<file path="src/rtl/sequenciador_ebulidor_pkg.sv">
// Shared definitions for the coffee-machine sequencers: state encodings,
// default limits and a small state-classification helper.
package sequenciador_ebulidor_pkg;

  // Timeout pulses allowed in a heat cycle before it is declared failed.
  localparam int unsigned MAX_SEGUNDOS_DEF = 240;

  // Width of the elapsed-seconds counter.
  localparam int unsigned W_SEG_DEF = 8;

  // Heat-cycle sequencer states.
  typedef enum logic [2:0] {
    ST_IDLE    = 3'd0,
    ST_ZERA    = 3'd1,
    ST_LIGA    = 3'd2,
    ST_ESPERA  = 3'd3,
    ST_CONCLUI = 3'd4,
    ST_FALHA   = 3'd5
  } estado_e;

  // A state is "busy" while a heat cycle is being driven. IDLE and the two
  // terminal states accept a new request.
  function automatic logic estado_ocupado(input estado_e s);
    return (s == ST_ZERA) || (s == ST_LIGA) || (s == ST_ESPERA);
  endfunction

endpackage

</file>
<file path="src/rtl/sequenciador_ebulidor.sv">
// Heat-cycle sequencer: clears and starts the heater controller, then waits
// for its done indication while counting one-second ticks. Ends in CONCLUI on
// success, FALHA on timeout, or IDLE on cancel. Every output is a register.
module sequenciador_ebulidor
  import sequenciador_ebulidor_pkg::*;
#(
  parameter int unsigned MAX_SEGUNDOS = MAX_SEGUNDOS_DEF,
  parameter int unsigned W_SEG        = W_SEG_DEF
) (
  input  logic             clock,
  input  logic             reset,
  input  logic             iniciar,
  input  logic             cancela,
  input  logic             fim_ebulidor,
  input  logic             timeout,
  output logic             liga_ebulidor,
  output logic             zera_ebulidor,
  output logic             ocupado,
  output logic             pronto,
  output logic             erro,
  output logic [W_SEG-1:0] segundos
);

  // Counter value at which the next tick exhausts the allowance.
  localparam logic [W_SEG-1:0] SEG_LIMITE = W_SEG'(MAX_SEGUNDOS - 1);
  // Saturation value of the counter.
  localparam logic [W_SEG-1:0] SEG_SAT    = {W_SEG{1'b1}};

  estado_e          estado_q, estado_d;
  logic [W_SEG-1:0] seg_q, seg_d;
  logic [W_SEG-1:0] seg_inc;
  logic             liga_q, liga_d;
  logic             zera_q, zera_d;
  logic             pronto_q, pronto_d;
  logic             erro_q, erro_d;
  logic             ocupado_q, ocupado_d;

  // Saturating increment of the elapsed-seconds counter.
  always_comb begin
    seg_inc = (seg_q == SEG_SAT) ? seg_q : seg_q + W_SEG'(1);
  end

  // Next state and next registered outputs. Cancel outranks done and tick;
  // done outranks a simultaneous final tick.
  always_comb begin
    // NOTE: every signal gets a default before the case so that no path
    // leaves it unassigned; otherwise synthesis infers a latch.
    estado_d = estado_q;
    seg_d    = seg_q;
    liga_d   = 1'b0;
    zera_d   = 1'b0;
    pronto_d = 1'b0;
    erro_d   = erro_q;

    unique case (estado_q)
      ST_IDLE, ST_CONCLUI, ST_FALHA: begin
        if (iniciar) begin
          estado_d = ST_ZERA;
          seg_d    = '0;
          erro_d   = 1'b0;
          zera_d   = 1'b1;
        end else if (cancela) begin
          estado_d = ST_IDLE;
          erro_d   = 1'b0;
        end
      end

      ST_ZERA: begin
        if (cancela) begin
          estado_d = ST_IDLE;
          zera_d   = 1'b1;
        end else begin
          estado_d = ST_LIGA;
          liga_d   = 1'b1;
        end
      end

      ST_LIGA: begin
        if (cancela) begin
          estado_d = ST_IDLE;
          zera_d   = 1'b1;
        end else begin
          estado_d = ST_ESPERA;
        end
      end

      ST_ESPERA: begin
        if (cancela) begin
          estado_d = ST_IDLE;
          zera_d   = 1'b1;
        end else begin
          if (timeout) begin
            seg_d = seg_inc;
          end
          if (fim_ebulidor) begin
            estado_d = ST_CONCLUI;
            pronto_d = 1'b1;
          end else if (timeout && (seg_q == SEG_LIMITE)) begin
            estado_d = ST_FALHA;
            zera_d   = 1'b1;
            erro_d   = 1'b1;
          end
        end
      end

      default: begin
        estado_d = ST_IDLE;
      end
    endcase
  end

  // Busy flag follows the state being entered so it lines up with the state.
  always_comb begin
    ocupado_d = estado_ocupado(estado_d);
  end

  // State and output registers; reset abandons any cycle without a clear pulse.
  always_ff @(posedge clock or negedge reset) begin
    if (!reset) begin
      estado_q  <= ST_IDLE;
      seg_q     <= '0;
      liga_q    <= 1'b0;
      zera_q    <= 1'b0;
      pronto_q  <= 1'b0;
      erro_q    <= 1'b0;
      ocupado_q <= 1'b0;
    end else begin
      // NOTE: non-blocking assignments here so every register samples the
      // values from before this edge, regardless of statement order.
      estado_q  <= estado_d;
      seg_q     <= seg_d;
      liga_q    <= liga_d;
      zera_q    <= zera_d;
      pronto_q  <= pronto_d;
      erro_q    <= erro_d;
      ocupado_q <= ocupado_d;
    end
  end

  assign liga_ebulidor = liga_q;
  assign zera_ebulidor = zera_q;
  assign pronto        = pronto_q;
  assign erro          = erro_q;
  assign ocupado       = ocupado_q;
  assign segundos      = seg_q;

endmodule

</file>
<file path="config.mk">
export PLATFORM = sky130hd
export DESIGN_NAME = sequenciador_ebulidor
export DESIGN_NICKNAME = d
export VERILOG_FILES = /design/src/rtl/sequenciador_ebulidor_pkg.sv /design/src/rtl/sequenciador_ebulidor.sv
export SDC_FILE = /design/constraint.sdc
export NUM_CORES = 1
export LEC_CHECK = 0
export CORE_ASPECT_RATIO = 1.1
export CORE_MARGIN = 2
export CORE_UTILIZATION = 28
export DETAILED_ROUTE_END_ITERATION = 10
export SKIP_CTS_REPAIR_TIMING = 1
export SLEW_MARGIN = 20
export SYNTH_ARGS = -nofsm -noshare
export SYNTH_HDL_FRONTEND = slang
export SYNTH_SLANG_ARGS = --single-unit
</file>
<file path="constraint.sdc">
create_clock -name clock -period 4.6 [get_ports clock]
set_clock_uncertainty 0.15 [all_clocks]
set_input_delay 1.38 -clock clock [delete_from_list [all_inputs] [get_ports clock]]
set_output_delay 1.38 -clock clock [all_outputs]
set_load 0.01 [all_outputs]
</file>
---- Word level (Yosys, flattened, before mapping) ----
Cells that the tools add are included.
storage, ports and cells
  bits of input ports ..................... 6
  register bits ........................... 16
  logic and storage cells ................. 64
  output and inout port bits .............. 13
operators by class
  muxes and demuxes ....................... 30
  reductions and logical operators ........ 9
  equality and inequality tests ........... 17
  $add $sub $neg .......................... 1
operators with widths
  kind                                            number
  two-way mux 8 bit                               4
  == test 8 bit (second input constant)           2
  case mux 8 bit (2 select lines)                 1
  two-way mux 1 bit                               15
  two-way mux 3 bit                               5
  == test 3 x 2 -> 1 bit (second input constant)  4
  != test 2 bit (second input constant)           6
  case mux 3 bit (4 select lines)                 1
  AND reduction 5 bit                             2
  adder 8 x 1 -> 8 bit (second input constant)    1
  == test 3 x 1 -> 1 bit (second input constant)  2
  == test 3 bit (second input constant)           2
  two-way mux 2 bit                               2
  logical NOT 3 bit                               1
  != test 3 bit (second input constant)           1
  case mux 1 bit (3 select lines)                 1
  OR reduction 3 bit                              1
  logical OR 1 bit                                2
  case mux 1 bit (2 select lines)                 1
  nonzero test 2 bit                              1
  OR reduction 2 bit                              1
  logical AND 1 bit                               1

---- Longest topological paths before layout ----
  word-level depth ........................ 9
  depth in mapped cells ................... 5
  depth with buffers taken out ............ 5

---- Worst setup path before layout ----
No wires, ideal clock.
  kind .................................... input-to-reg
  from .................................... input cancela
  to ...................................... register seg_q[7], in the netlist segundos[7]
  stages on the path ...................... 5
  required time ........................... 4.372 ns
  library setup time ...................... 0.078 ns
  data arrival time ....................... 2.464 ns
  buffers on the path ..................... 1
  slack ................................... 1.909 ns
  cells stage by stage .................... buf_6 -> and4bb_4 -> nand4_4 -> or3_1 -> a21oi_1
between the ends
  cells in the longest elaborated chain, start to end .. 2
RTL lines
  what                                  line                          source
  from (decl)                           sequenciador_ebulidor.sv:13   input logic cancela,
  != test 2 bit (no source line)        --
  AND reduction 5 bit (no source line)  --
  to (signal assigned)                  sequenciador_ebulidor.sv:131  seg_q <= seg_d;
  to (decl)                             sequenciador_ebulidor.sv:30   logic [W_SEG-1:0] seg_q, seg_d;
No other way between the ends.
A chain may end at the register's enable or synchronous reset.

---- Worst setup path after layout ----
  from .................................... input cancela
  to ...................................... register seg_q[3], in the netlist segundos[3]
Same word-level chain as after synthesis.

==> reports/results.txt <==
Status -> completed
Final Max Slew Viols -> 0
Setup TNS -> 0 ns
CP max stage delay -> 0.56 ns
Setup crit start kind -> input port
Worst-path cell chain -> clkdlybuf4s50_1 -> and4bb_4 -> o211ai_4 -> or3_1 -> a21oi_1
Seq cells post-synth -> 16
Worst R2R Setup Slack -> 2.63 ns
Initial Util -> 29.4%
Post-synth top flop -> dfrtp_1
Port bufs -> 18
Setup CP Type -> in2reg
CTS Sinks -> 16
Yosys warnings -> 0
Worst Setup End Kind -> flop
Worst min path class -> reg2reg
Max-cap check violation count -> 0
Relative slew margins -> 46.3%
Site Rows -> 21
Power share of the clock group -> 26.1%
Die width -> 57.9 um
Reg power frac -> 48.4%
CTS tree -> built
Clock latency on the worst-skew pair -> 0.29 ns
Root Buffer -> clkbuf_4
GP Congestion -> 0.787
Worst path required time -> 4.67 ns
Routed wire length per instance -> 13.2 um
Sw power -> 0.000110 W
Area grow syn2layout -> 26.7%
Cell Area, Synth -> 895 um^2
Leakage Power -> 0.482 nW
Fmax -> 334 MHz
Routed WL -> 1880 um
Net count, final -> 116
Power Dens Cells -> 320 nW/um^2
Worst-path cell with the longest stage delay -> clkdlybuf4s50_1
Largest net degree at the start of global routing -> 17
M1 WL -> 908 um
Global-route wire length before repair -> 3390 um
CTS Buf Count -> 3
DRT antenna net count -> 0
Placeable Area -> 3050 um^2
Clock Tree Buf Depth -> 2
Number of remaining DRC errors -> 0
Worst-path clk slew -> 0.10 ns
Combinational Power Share -> 25.6%
Mean Syn Cell Area -> 10.1 um^2
Final Total Pwr -> 0.000363 W
I/O pin total -> 19
Fin. Hold Viols -> 0
Die footprint -> 3660 um^2
Crit path max fanout -> 10
Vert. Die Dim -> 63.3 um
Period utilization -> 65.0%
Vias in the first global route -> 756
Register area share after synthesis -> 44.8%
Metal2 WL -> 843 um
DR pass1 iterations -> 4
RSZ-0062 raised after global routing -> no
Synth Instances -> 89
Internal power -> 0.000253 W
H-tree Lvls -> 1
Highest metal used -> met4
Detailed Route Iter0 Violations -> 14
Most frequent cells in the layout -> 18 x clkdlybuf4s50_1, 16 x dfrtp_1, 7 x o21ai_0
Sw Ratio -> 30.4%
DR vias/cell -> 5.22
Tmin final -> 2.99 ns
# diodes -> 0
Grt ovf -> 0
Met3 Wirelength -> 116 um
Number of flops mapped to enable cells by yosys -> 0
Netlist cell types -> 34
Vias -> 741
Most common cell after layout, fill and taps aside -> clkdlybuf4s50_1
Antenna violations before repair -> 0
GR Util All Layers -> 11.8%
Net Count, Synth -> 96
Max VDD drop -> 0.187 mV
Post-synth ARST share -> 100%
CP arrival -> 3.06 ns
Detail Placement HPWL -> 1370 um
Slew of the pin with the lowest slew margin -> 0.804 ns
Share of layout cells above drive strength 1 -> 13.0%
# setup viols final -> 0
layout make-up:
cell class	instances	area [um^2]
tap	34	42.5
multi-input combinational	65	455
inverter	5	18.8
timing repair buffer	18	180
sequential	16	400
clock buffer	4	36.3
fill	318	1910
routing by layer:
| metal | vias to the layer above | global-route usage (%) |
|---|---|---|
| met5 | - | 0 |
| met1 | 343 | 16.4 |
| met4 | 0 | 4.07 |
| li1 | 371 | - |
| met2 | 25 | 17.0 |
| met3 | 2 | 3.90 |
final timing paths:
path | start | to | depth (start not counted)
max in group asynchronous | reset | estado_q[1] | 1
setup reg to reg | segundos[0] | erro | 5
hold / removal | erro | erro | 1
min in group asynchronous | reset | segundos[5] | 1
hold reg to reg | erro | erro | 1
setup / recovery | cancela | segundos[3] | 5
sequential cells by signal, summed over array words and instances, names as in the netlist:
signal,cells
segundos,8
zera_ebulidor,1
pronto,1
ocupado,1
liga_ebulidor,1
estado_q,3
erro,1
metrics by stage:
stage | setup WS, ns | cell area (um^2) | util (%) | instances | hold WS, ns
after detailed placement | 1.30 | 1100 | 36.0 | 138 | 0.364
final | 1.61 | 1130 | 37.2 | 142 | 0.375
after CTS | 1.63 | 1130 | 37.2 | 142 | 0.392
after global routing | 1.51 | 1130 | 37.2 | 142 | 0.413
after floorplan | 1.91 | 895 | - | 89 | 0.356
after global placement | 1.34 | 1100 | 36.0 | 138 | 0.357
logic make-up (layout without fill, tap and decap cells):
logic type | count (synthesis) | count (layout) | synth area share (%)
AOI/OAI and AO/OA | 24 | 24 | 18.9
adders and majority gates | 1 | 1 | 1.40
buffers and inverters | 8 | 27 | 4.33
DFF | 16 | 16 | 44.8
muxes | 2 | 2 | 2.24
and+or+nand+nor | 38 | 38 | 28.4
power groups by stage:
| stage | Clock, W | Combinational, W | Sequential (W) |
|---|---|---|---|
| 2_1_floorplan | 0 | 0.0000604 | 0.000172 |
| 3_3_place_gp | 0 | 0.0000928 | 0.000178 |
| 3_5_place_dp | 0 | 0.0000945 | 0.000178 |
| 4_1_cts | 0.0000990 | 0.0000946 | 0.000175 |
| 5_1_grt | 0.000105 | 0.000105 | 0.000178 |
| 6_report | 0.0000947 | 0.0000928 | 0.000176 |
critical path, delay by kind of cell:
kind | cells | cell delay [ns]
and+or+nand+nor | 2 | 0.84
buffers and inverters | 1 | 0.56
AOI/OAI and AO/OA | 2 | 0.27
synth_stat cells (3+ instances only):
library cell	n	area (um^2)
o21ai_0	7	35.0
inv_1	5	18.8
o31ai_1	3	22.5
nor2b_1	3	18.8
nand3_1	6	30.0
nor2_1	6	22.5
a21oi_1	6	30.0
nand2_1	6	22.5
dfrtp_1	16	400
(Power assumes the default switching activity.)
